--- config.mk ---
export PLATFORM = sky130hd
export DESIGN_NAME = wishbone_arbiter
export DESIGN_NICKNAME = d
export VERILOG_FILES = /design/src/rtl/wishbone_arbiter_pkg.sv /design/src/rtl/wishbone_arbiter_rr_priority_picker.sv /design/src/rtl/wishbone_arbiter.sv
export SDC_FILE = /design/constraint.sdc
export NUM_CORES = 1
export LEC_CHECK = 0
export CAP_MARGIN = 40
export CELL_PAD_IN_SITES_DETAIL_PLACEMENT = 1
export CELL_PAD_IN_SITES_GLOBAL_PLACEMENT = 1
export CORE_MARGIN = 10
export CORE_UTILIZATION = 21
export DETAILED_ROUTE_END_ITERATION = 8
export PLACE_DENSITY_LB_ADDON = 0.1
export SYNTH_ARGS = -nofsm -noshare
export SYNTH_HDL_FRONTEND = slang
export SYNTH_HIERARCHICAL = 1
export SYNTH_SLANG_ARGS = --single-unit
--- constraint.sdc ---
create_clock -name wb_clk_i -period 3.7 [get_ports wb_clk_i]
set_input_delay 0.74 -clock wb_clk_i [delete_from_list [all_inputs] [get_ports wb_clk_i]]
set_output_delay 0.74 -clock wb_clk_i [all_outputs]
set_load 0.005 [all_outputs]
--- src/rtl/wishbone_arbiter_pkg.sv ---
// +--------------------------------------------------------------------+
// | wishbone_arbiter_pkg: shared types for the WISHBONE bus arbiter     |
// | rev 1.0                                                            |
// +--------------------------------------------------------------------+
`default_nettype none

package wishbone_arbiter_pkg;

  typedef enum logic [0:0] {
    IDLE = 1'b0,
    BUSY = 1'b1
  } arb_state_e;

  // Width of the stb-without-ack counter; kept at least 1 so a disabled watchdog still elaborates.
  function automatic int timeout_cnt_width(input int timeout_cycles);
    return (timeout_cycles < 1) ? 1 : $clog2(timeout_cycles + 1);
  endfunction

endpackage

`default_nettype wire

--- src/rtl/wishbone_arbiter_rr_priority_picker.sv ---
// +--------------------------------------------------------------------+
// | rr_priority_picker: round-robin pick of the first requester after   |
// | the last owner. Purely combinational. rev 1.0                       |
// +--------------------------------------------------------------------+
`default_nettype none

module rr_priority_picker #(
  parameter int N     = 2,
  parameter int IDX_W = (N > 1) ? $clog2(N) : 1
) (
  input  logic [N-1:0]     req,
  input  logic [IDX_W-1:0] last,
  output logic [N-1:0]     gnt,
  output logic [IDX_W-1:0] gnt_idx
);

  int   cand;
  logic found;

  always_comb begin
    gnt     = '0;
    gnt_idx = '0;
    found   = 1'b0;
    cand    = 0;
    for (int k = 1; k <= N; k++) begin
      cand = (int'(last) + k) % N;
      if (!found && req[IDX_W'(cand)]) begin
        found                = 1'b1;
        gnt[IDX_W'(cand)]    = 1'b1;
        gnt_idx              = IDX_W'(cand);
      end
    end
  end

endmodule

`default_nettype wire

--- src/rtl/wishbone_arbiter.sv ---
// +--------------------------------------------------------------------+
// | wishbone_arbiter: round-robin sharing of one WISHBONE slave port,   |
// | grant held per cycle (cyc), stb watchdog raising err. rev 1.0       |
// +--------------------------------------------------------------------+
`default_nettype none

module wishbone_arbiter
  import wishbone_arbiter_pkg::*;
#(
  parameter int NUM_MASTERS    = 2,
  parameter int PORT_SIZE      = 8,
  parameter int TIMEOUT_CYCLES = 16
) (
  input  logic                             wb_clk_i,
  input  logic                             wb_rst_n_i,
  input  logic [NUM_MASTERS-1:0]           m_cyc_i,
  input  logic [NUM_MASTERS-1:0]           m_stb_i,
  input  logic [NUM_MASTERS-1:0]           m_we_i,
  input  logic [NUM_MASTERS*PORT_SIZE-1:0] m_adr_i,
  input  logic [NUM_MASTERS*PORT_SIZE-1:0] m_dat_i,
  output logic [PORT_SIZE-1:0]             m_dat_o,
  output logic [NUM_MASTERS-1:0]           m_ack_o,
  output logic [NUM_MASTERS-1:0]           m_err_o,
  output logic [NUM_MASTERS-1:0]           grant_o,
  output logic                             s_cyc_o,
  output logic                             s_stb_o,
  output logic                             s_we_o,
  output logic [PORT_SIZE-1:0]             s_adr_o,
  output logic [PORT_SIZE-1:0]             s_dat_o,
  input  logic [PORT_SIZE-1:0]             s_dat_i,
  input  logic                             s_ack_i
);

  localparam int IDX_W = $clog2(NUM_MASTERS);
  localparam int CNT_W = timeout_cnt_width(TIMEOUT_CYCLES);

  arb_state_e             state_q, state_d;
  logic [NUM_MASTERS-1:0] grant_q, grant_d;
  logic [IDX_W-1:0]       owner_q, owner_d;
  logic [IDX_W-1:0]       last_q, last_d;

  logic [NUM_MASTERS-1:0] pick_gnt;
  logic [IDX_W-1:0]       pick_idx;
  logic                   busy;
  logic                   owner_cyc;
  logic                   stb_fwd;
  logic                   err_pulse;

  rr_priority_picker #(
    .N     (NUM_MASTERS),
    .IDX_W (IDX_W)
  ) u_picker (
    .req     (m_cyc_i),
    .last    (last_q),
    .gnt     (pick_gnt),
    .gnt_idx (pick_idx)
  );

  assign busy      = (state_q == BUSY);
  assign owner_cyc = m_cyc_i[owner_q];
  // The err cycle withholds stb so the slave cannot complete the timed-out transfer late.
  assign stb_fwd   = busy & owner_cyc & m_stb_i[owner_q] & ~err_pulse;

  always_ff @(posedge wb_clk_i or negedge wb_rst_n_i) begin
    if (!wb_rst_n_i) begin
      state_q <= IDLE;
      grant_q <= '0;
      owner_q <= '0;
      last_q  <= IDX_W'(NUM_MASTERS - 1);
    end else begin
      state_q <= state_d;
      grant_q <= grant_d;
      owner_q <= owner_d;
      last_q  <= last_d;
    end
  end

  always_comb begin
    state_d = state_q;
    grant_d = grant_q;
    owner_d = owner_q;
    last_d  = last_q;
    case (state_q)
      IDLE: begin
        if (|m_cyc_i) begin
          state_d = BUSY;
          grant_d = pick_gnt;
          owner_d = pick_idx;
        end
      end
      BUSY: begin
        if (!owner_cyc) begin
          state_d = IDLE;
          grant_d = '0;
          last_d  = owner_q;
        end
      end
      default: begin
        state_d = IDLE;
        grant_d = '0;
      end
    endcase
  end

  always_comb begin
    s_cyc_o = busy & owner_cyc;
    s_stb_o = stb_fwd;
    s_we_o  = busy & m_we_i[owner_q];
    s_adr_o = busy ? m_adr_i[int'(owner_q)*PORT_SIZE +: PORT_SIZE] : '0;
    s_dat_o = busy ? m_dat_i[int'(owner_q)*PORT_SIZE +: PORT_SIZE] : '0;
    grant_o = grant_q;
    m_ack_o = '0;
    m_err_o = '0;
    if (stb_fwd && s_ack_i) begin
      m_ack_o[owner_q] = 1'b1;
    end
    if (busy && err_pulse) begin
      m_err_o[owner_q] = 1'b1;
    end
    m_dat_o = wb_rst_n_i ? s_dat_i : '0;
  end

  generate
    if (TIMEOUT_CYCLES > 0) begin : g_watchdog
      localparam logic [CNT_W-1:0] CNT_LAST = CNT_W'(TIMEOUT_CYCLES - 1);

      logic [CNT_W-1:0] cnt_q, cnt_d;
      logic             err_q, err_d;

      // Counts consecutive stalled stb cycles; stb low (including leaving BUSY) restarts it.
      always_comb begin
        cnt_d = '0;
        err_d = 1'b0;
        if (stb_fwd && !s_ack_i) begin
          if (cnt_q == CNT_LAST) begin
            err_d = 1'b1;
          end else begin
            cnt_d = cnt_q + 1'b1;
          end
        end
      end

      always_ff @(posedge wb_clk_i or negedge wb_rst_n_i) begin
        if (!wb_rst_n_i) begin
          cnt_q <= '0;
          err_q <= 1'b0;
        end else begin
          cnt_q <= cnt_d;
          err_q <= err_d;
        end
      end

      assign err_pulse = err_q;
    end else begin : g_no_watchdog
      assign err_pulse = 1'b0;
    end
  endgenerate

endmodule

`default_nettype wire

# After elaboration in Yosys (flattened, before gate mapping)
# Cells that the tools add are included.
# op_classes
n_eq_ne,3
addsub,3
n_mux,36
bitwise,8
n_shift,2
n_lt_le_gt_ge,6
reduce_logical,13
# ops
operator,n
$shiftx A16 B5 Y8,2
$mux W8,3
$mux W1,20
$mux W2,6
$mux W5,2
$logic_and A1 B1 Y1,7
$lt A1 B3 Y1 const B,2
$reduce_and A2 Y1,3
$add A5 B1 Y5 const B,1
$eq A5 B4 Y1 const B,1
$and A1 B1 Y1,4
$ne A2 B2 Y1 const B,2
$pmux W2 S2,1
$demux W1 S1,3
$ge A1 B1 Y1 const B,3
$not A1 Y1,3
$add A1 B1 Y1 const B,2
$logic_not A1 Y1,2
$lt A1 B2 Y1 const B,1
$or A2 B2 Y2,1
$pmux W1 S2,1
$reduce_or A2 Y1,1
# word_totals
out_inout_bits,33
reg_bits,11
word_cells,77
in_bits,49

# Logic depth before layout (Yosys ltp)
# Gate-level depths: netlist (run 1).
# depth
word_depth,10
ltp_mapped,5
depth_no_buf,4

# Cells and area by module
# Netlist (run 1), hierarchy kept.
# by_module_without_submodules
mod,seq_area_each_um2,area_per_inst_um2,n_inst,cells_each
wishbone_arbiter,276.5,837.1,1,101
rr_priority_picker,0.0,27.5,1,4

# Worst setup path before layout (run 1)
# OpenSTA, ideal clock, no wires.
# synth_timing
path_kind,input to output
startpoint,input m_cyc_i[1]
endpoint,output m_ack_o[0]
arrival_ns,1.679
setup_slack_ns,1.281
stages,4
cell_sequence,mux2i_1 -> or4_1 -> buf_2 -> nor3b_1
# synth_via
elab_chain_len,7
# synth_lines
element,line_no,text
start: declaration,wishbone_arbiter.sv:16,"input logic [NUM_MASTERS-1:0] m_cyc_i,"
$mux W1 (not written as such) (2 in series),wishbone_arbiter.sv:60,assign owner_cyc = m_cyc_i[owner_q];
$and A1 B1 Y1 (3 in series),wishbone_arbiter.sv:62,assign stb_fwd = busy & owner_cyc & m_stb_i[owner_q] & ~err_pulse;
$logic_and A1 B1 Y1,wishbone_arbiter.sv:114,if (stb_fwd && s_ack_i) begin
$mux W2,wishbone_arbiter.sv:114,
end: declaration,wishbone_arbiter.sv:22,"output logic [NUM_MASTERS-1:0] m_ack_o,"
# Every way passes these cells. The select of a mux whose other input is x is not followed.

# Worst setup path in the final report (run 1)
# layout_timing
startpoint,input m_cyc_i[0]
endpoint,output m_ack_o[0]
# Same word-level chain as after synthesis.

==> impl_metrics.ini, run 1 <==
[layout]
instances_no_fill = 235
syn2layout_area_growth_pct = 104.8
nets = 236
drive_gt1_share_pct = 6.486
antenna_cells = 0

[logic_synthesis]
synthFlopType = dfrtp_1
yosys-top-cells-area = dfrtp_1 (29%), mux2i_1 (23%), nor2_1 (10%), and2_1 (5.8%), dfstp_2 (3.0%)
ys_seq_area_share_pct = 31.98
yosysWarningCount = 6
synth_nets = 155
yosys-top-cells-count = nor2_1 (24), mux2i_1 (20), dfrtp_1 (10)
async_flop_share_pct = 100.0
synth.avg_cell_area_um2 = 8.234
yosysMostFrequentCell = nor2_1
synth_edf_count = 0
synth.distinct_cells = 31
synth.top_cell.area_share_pct = 28.94
syn_inst = 105
ys_seq_elements = 11
syn_area_um2 = 864.6
yosysTopAreaCell = dfrtp_1

[route]
wirelength_mm = 3.836
wl_met3_um = 439
drt_iter0_markers = 8
met1_length_mm = 1.727
top_layer = met4
route.detailed.drc = 0
wl_per_cell_um = 16.32
dr_total_vias = 1039
route.met2.wl_mm = 1.633
first_pass_iters = 2
ant_nets = 0
viasPerCell = 4.421

[sta]
worst_pin_slew_ps = 588.3
max_slew_margin_pct = 60.74
period_share_pct = 93.76
drv_slew = 0
final-hold-violation-count = 0
fin_tns_setup_ps = 0
max_freq_ghz = 0.2883
fin_skew_ps = 1.917
period_needed_ps = 3469
setup_violations = 0
rsz0062_at_grt = no

[clocking]
htreeDepth = 1
insertion_delay_ps = 240
cts_setup_buffers = 0
cts_tree = yes
clk_pin_slew_ps = 50
cts_resized = 0
clkSinkCount = 11
hold_buffers = 0
clockRootBuffer = clkbuf_8
numCtsBuffers = 3
clockBufferDepth = 2

[grt]
grt_overflow_total = 0
grt_pass1_wl_mm = 6.141
antenna_found_initial = 0
grt_pass1_vias = 1177
grt_max_degree = 21
grt_usage_pct = 10.35

[critical_path]
crit_arrival_ps = 2730
critPathRequiredTime_ps = 2960
cp-start-kind = input port
path_class = in2out
critPathCaptureType = output pin
ff2ff_path_depth = 4
worstPathMaxFanout = 6

[die]
rows = 23
floorplan.initialDensity_pct = 21.61
die_h_um = 84.17
ios = 82
die_w_um = 84.17
coreArea_mm2 = 0.004000
design.die.area_mm2 = 0.007084

[place]
dp.cells = 231
gp_congestion = 0.7749
dp_hpwl_mm = 3.352
io_buffers = 81

[power]
p_leak_nw = 0.7438
p_per_area_mw_per_mm2 = 416.3
vdd_drop_max_v = 0.0002323

[outcome]
status = completed

[flow_run]
maxCapViolations = 0

[worst_hold_path]
hold_path_depth = 1
hold_path.class = reg2reg
per-layer routing:
layer	global-route usage, %	up-vias
met2	15.77	63
met4	3.196	0
met3	4.831	4
met5	0	-
met1	12.60	463
li1	-	509
final cells by class:
class / count / area, um^2
well taps: 50 / 62.56
fillers: 464 / 2230
multi-input cells: 82 / 533.0
flip-flops and latches: 11 / 276.5
clock buffers: 3 / 41.29
inverters: 3 / 11.26
clock inverters: 1 / 5.005
repair buffers: 85 / 840.8
sequential cells by signal, summed over array words and instances (netlist names):
| name | count |
|---|---|
| g_watchdog.cnt_q | 5 |
| grant_o | 2 |
| busy | 1 |
| err_pulse | 1 |
| last_q | 1 |
| owner_q | 1 |
cell usage in the layout (no fill, tap or decap), types with 3 or more instances in the layout:
cell type	netlist	final
inv_1	3	3
a21oi_1	3	3
and2_1	8	8
clkbuf_8	0	3
mux2i_1	20	20
buf_4	2	4
nor2_1	24	24
nand2_1	4	4
nor4_1	3	3
dfrtp_1	10	10
clkdlybuf4s50_1	0	81
critical path, cell delays in order:
cell,delay (ps)
clkdlybuf4s50_1,550
mux2i_1,120
or4_1,570
nor3b_1,210
clkdlybuf4s50_1,540
cells by family after synthesis:
group,synth area share (%)
buffers and inverters,6.367
AO/OA/AOI/OAI,4.052
flip-flops,31.98
adder cells (fa/ha/maj),1.447
AND/OR/NAND/NOR,29.24
other,0.4337
multiplexers,24.46
XOR/XNOR,2.026
report_power, final:
| group | total, mW | switching (mW) | internal [mW] |
|---|---|---|---|
| sequential | 0.179 | 0.0359 | 0.143 |
| combinational | 0.438 | 0.169 | 0.269 |
| clock | 0.120 | 0.0463 | 0.0740 |
through the flow:
step	utilization [%]	hold WS [ps]	worst slack (ps)	area [um^2]	power [mW]
2_1_floorplan	-	433.5	1281	864.6	0.3872
3_3_place_gp	43.10	451.0	255.5	1724	0.6205
3_5_place_dp	43.10	455.7	196.6	1724	0.6295
4_1_cts	44.26	462.7	195.0	1770	0.7541
5_1_grt	44.26	485.6	112.3	1770	0.7931
6_report	44.26	461.0	231.0	1770	0.7371
path summary, 6_finish.rpt:
path | slack [ps] | to | start
setup / recovery | 230 | m_ack_o[0] | m_cyc_i[0]
hold / removal | 460 | err_pulse | g_watchdog.cnt_q[4]
setup reg to reg | 1660 | err_pulse | busy
hold reg to reg | 460 | err_pulse | g_watchdog.cnt_q[4]
max in group asynchronous | 2490 | last_q | wb_rst_n_i
min in group asynchronous | 990 | grant_o[1] | wb_rst_n_i
No activity file was read; power rests on OpenSTA's default activity.
==> inputs of run 2 (changes only) <==
--- a/config.mk
+++ b/config.mk
@@ -9,9 +9,9 @@
 export CELL_PAD_IN_SITES_DETAIL_PLACEMENT = 1
 export CELL_PAD_IN_SITES_GLOBAL_PLACEMENT = 1
 export CORE_MARGIN = 10
-export CORE_UTILIZATION = 21
+export CORE_UTILIZATION = 19
 export DETAILED_ROUTE_END_ITERATION = 8
-export PLACE_DENSITY_LB_ADDON = 0.1
+export PLACE_DENSITY = 0.89
 export SYNTH_ARGS = -nofsm -noshare
 export SYNTH_HDL_FRONTEND = slang
 export SYNTH_HIERARCHICAL = 1
==> constraint.sdc (replaced) <==
create_clock -name wb_clk_i -period 3.6 [get_ports wb_clk_i]
set_input_delay 0.72 -clock wb_clk_i [delete_from_list [all_inputs] [get_ports wb_clk_i]]
set_output_delay 0.72 -clock wb_clk_i [all_outputs]
set_load 0.005 [all_outputs]
==> run 2 against run 1 <==
Compared with the run above: core utilization is 3.5 points lower; first-iteration DRC count increased to 2.9 times the previous value; critical path type unchanged; final cell count grew 1.7%; global-route usage shrank 0.79 points; clock skew increased by 2.1 ps; final area grew 0.92%; sequential power barely moved; sequential cell count is the same; critical endpoint unchanged; sequential share of layout area down 0.14 points.
==> impl_metrics.ini, run 2 (synthesis gave the netlist of run 1 again) <==
[outcome]
status = completed

[worst_hold_path]
hold_path.class = reg2reg
hold_path_depth = 1
hold_path.startpoint = g_watchdog.cnt_q[4]

[sta]
period_share_pct = 96.09
fin_skew_ps = 3.981
drv_slew = 0
max_freq_ghz = 0.2891
fin_tns_setup_ps = 0
setup_violations = 0
final-hold-violation-count = 0
period_needed_ps = 3459
rsz0062_at_grt = no
setup_slack_ps = 140.9

[die]
ios = 82
coreArea_mm2 = 0.004384
die_h_um = 87.46
floorplan.initialDensity_pct = 19.72
rows = 24
die_w_um = 87.46
design.die.area_mm2 = 0.007648

[route]
first_pass_iters = 3
ant_nets = 0
wl_per_cell_um = 16.26
dr_total_vias = 1048
drt_iter0_markers = 23
viasPerCell = 4.385
wirelength_mm = 3.885
route.detailed.drc = 0

[critical_path]
cpMaxStageDelayCell = or4_1
critPathRequiredTime_ps = 2880
crit_arrival_ps = 2740
r2r_slack_ps = 1760
path_class = in2out
critPathMostFrequentCell = clkdlybuf4s50_1
worstPathMaxFanout = 6
slowest_delay_ps = 570
cp-startpoint = m_cyc_i[0]
cp-start-kind = input port
ff2ff_path_depth = 4
r2r-start = owner_q
critPathCaptureType = output pin
crit_chain = clkdlybuf4s50_1, mux2i_1, or4_1, nor3b_1, clkdlybuf4s50_1
r2r-end = g_watchdog.cnt_q[3]
crit_path_end = m_ack_o[0]

[layout]
fill_cells = 523
top_register = g_watchdog.cnt_q
layout_commonest_cell = clkdlybuf4s50_1
largest_register_ffs = 5
nets = 238
multi_input_area_um2 = 533.0
seq_area_um2 = 276.5
final_cell_mix = clkdlybuf4s50_1 (81), nor2_1 (24), mux2i_1 (20)
antenna_cells = 0
syn2layout_area_growth_pct = 106.7
drive_gt1_share_pct = 6.952

[place]
dp_hpwl_mm = 3.405
io_buffers = 81
dp_worst_setup_slack_ps = 108.4
gp_congestion = 0.7120

[flow_run]
maxCapViolations = 0

[power]
p_per_area_mw_per_mm2 = 434.0
p_total_mw = 0.7755
p_seq_share_pct = 23.3
vdd_drop_max_v = 0.0001828
power_switching_mw = 0.2636
pwr-share-clk_pct = 16.1
swShare_pct = 33.99
p_leak_nw = 0.7509
p_comb_share_pct = 60.6
internal_power_mw = 0.5119

[clocking]
clockBufferDepth = 2
cts_resized = 0
clk_pin_slew_ps = 50
cts_setup_buffers = 0
numCtsBuffers = 3
clockRootBuffer = clkbuf_8
cts_tree = yes
hold_buffers = 0
clkSinkCount = 11
htreeDepth = 1
insertion_delay_ps = 240

[grt]
grt_pass1_wl_mm = 5.851
grt_pass1_vias = 1176
grt_usage_pct = 9.561
grt_max_degree = 20
antenna_found_initial = 0
grt_overflow_total = 0
==> run 2: power groups by stage <==
stage / logic (mW) / clock network [mW] / registers [mW]
2_1_floorplan: 0.241 / 0 / 0.157
3_3_place_gp: 0.469 / 0 / 0.183
3_5_place_dp: 0.482 / 0 / 0.184
4_1_cts: 0.483 / 0.130 / 0.182
5_1_grt: 0.513 / 0.136 / 0.185
6_report: 0.470 / 0.125 / 0.181
==> run 2: through the flow <==
| stage | std cells | utilization (%) | instance area, um^2 | hold slack [ps] |
|---|---|---|---|---|
| after detailed placement | 235 | 39.73 | 1742 | 456.5 |
| after floorplan | 105 | - | 864.6 | 424.4 |
| after CTS | 239 | 40.75 | 1787 | 462.8 |
| after global placement | 235 | 39.73 | 1742 | 443.0 |
| final | 239 | 40.75 | 1787 | 462.1 |
| after global routing | 239 | 40.75 | 1787 | 493.5 |
==> run 2: layer usage <==
layer | global-route usage [%] | wire [um]
met1 | 9.096 | 1337
met2 | 18.19 | 2204
met3 | 4.775 | 323
met4 | 1.304 | 21
met5 | 0 | 0
==> run 2: final cells by class <==
type | instances | share of cell area (%)
Clock buffer | 4 | 2.521
Inverter | 3 | 0.6303
Multi-Input combinational cell | 82 | 29.83
Sequential cell | 11 | 15.48
Tap cell | 52 | 3.641
Timing Repair Buffer | 87 | 47.90
==> run 2: critical path, delay by kind of cell <==
| family | cells | cell delay (ps) |
|---|---|---|
| buffers and inverters | 2 | 1100 |
| multiplexers | 1 | 110 |
| AND/OR/NAND/NOR | 2 | 800 |
==> run 2: worst min path at each step <==
stage | slack, ps | end
global route | 490 | g_watchdog.cnt_q[0]
floorplan | 420 | busy
finish | 460 | err_pulse
global placement | 440 | err_pulse
CTS | 460 | err_pulse
detailed placement | 460 | err_pulse
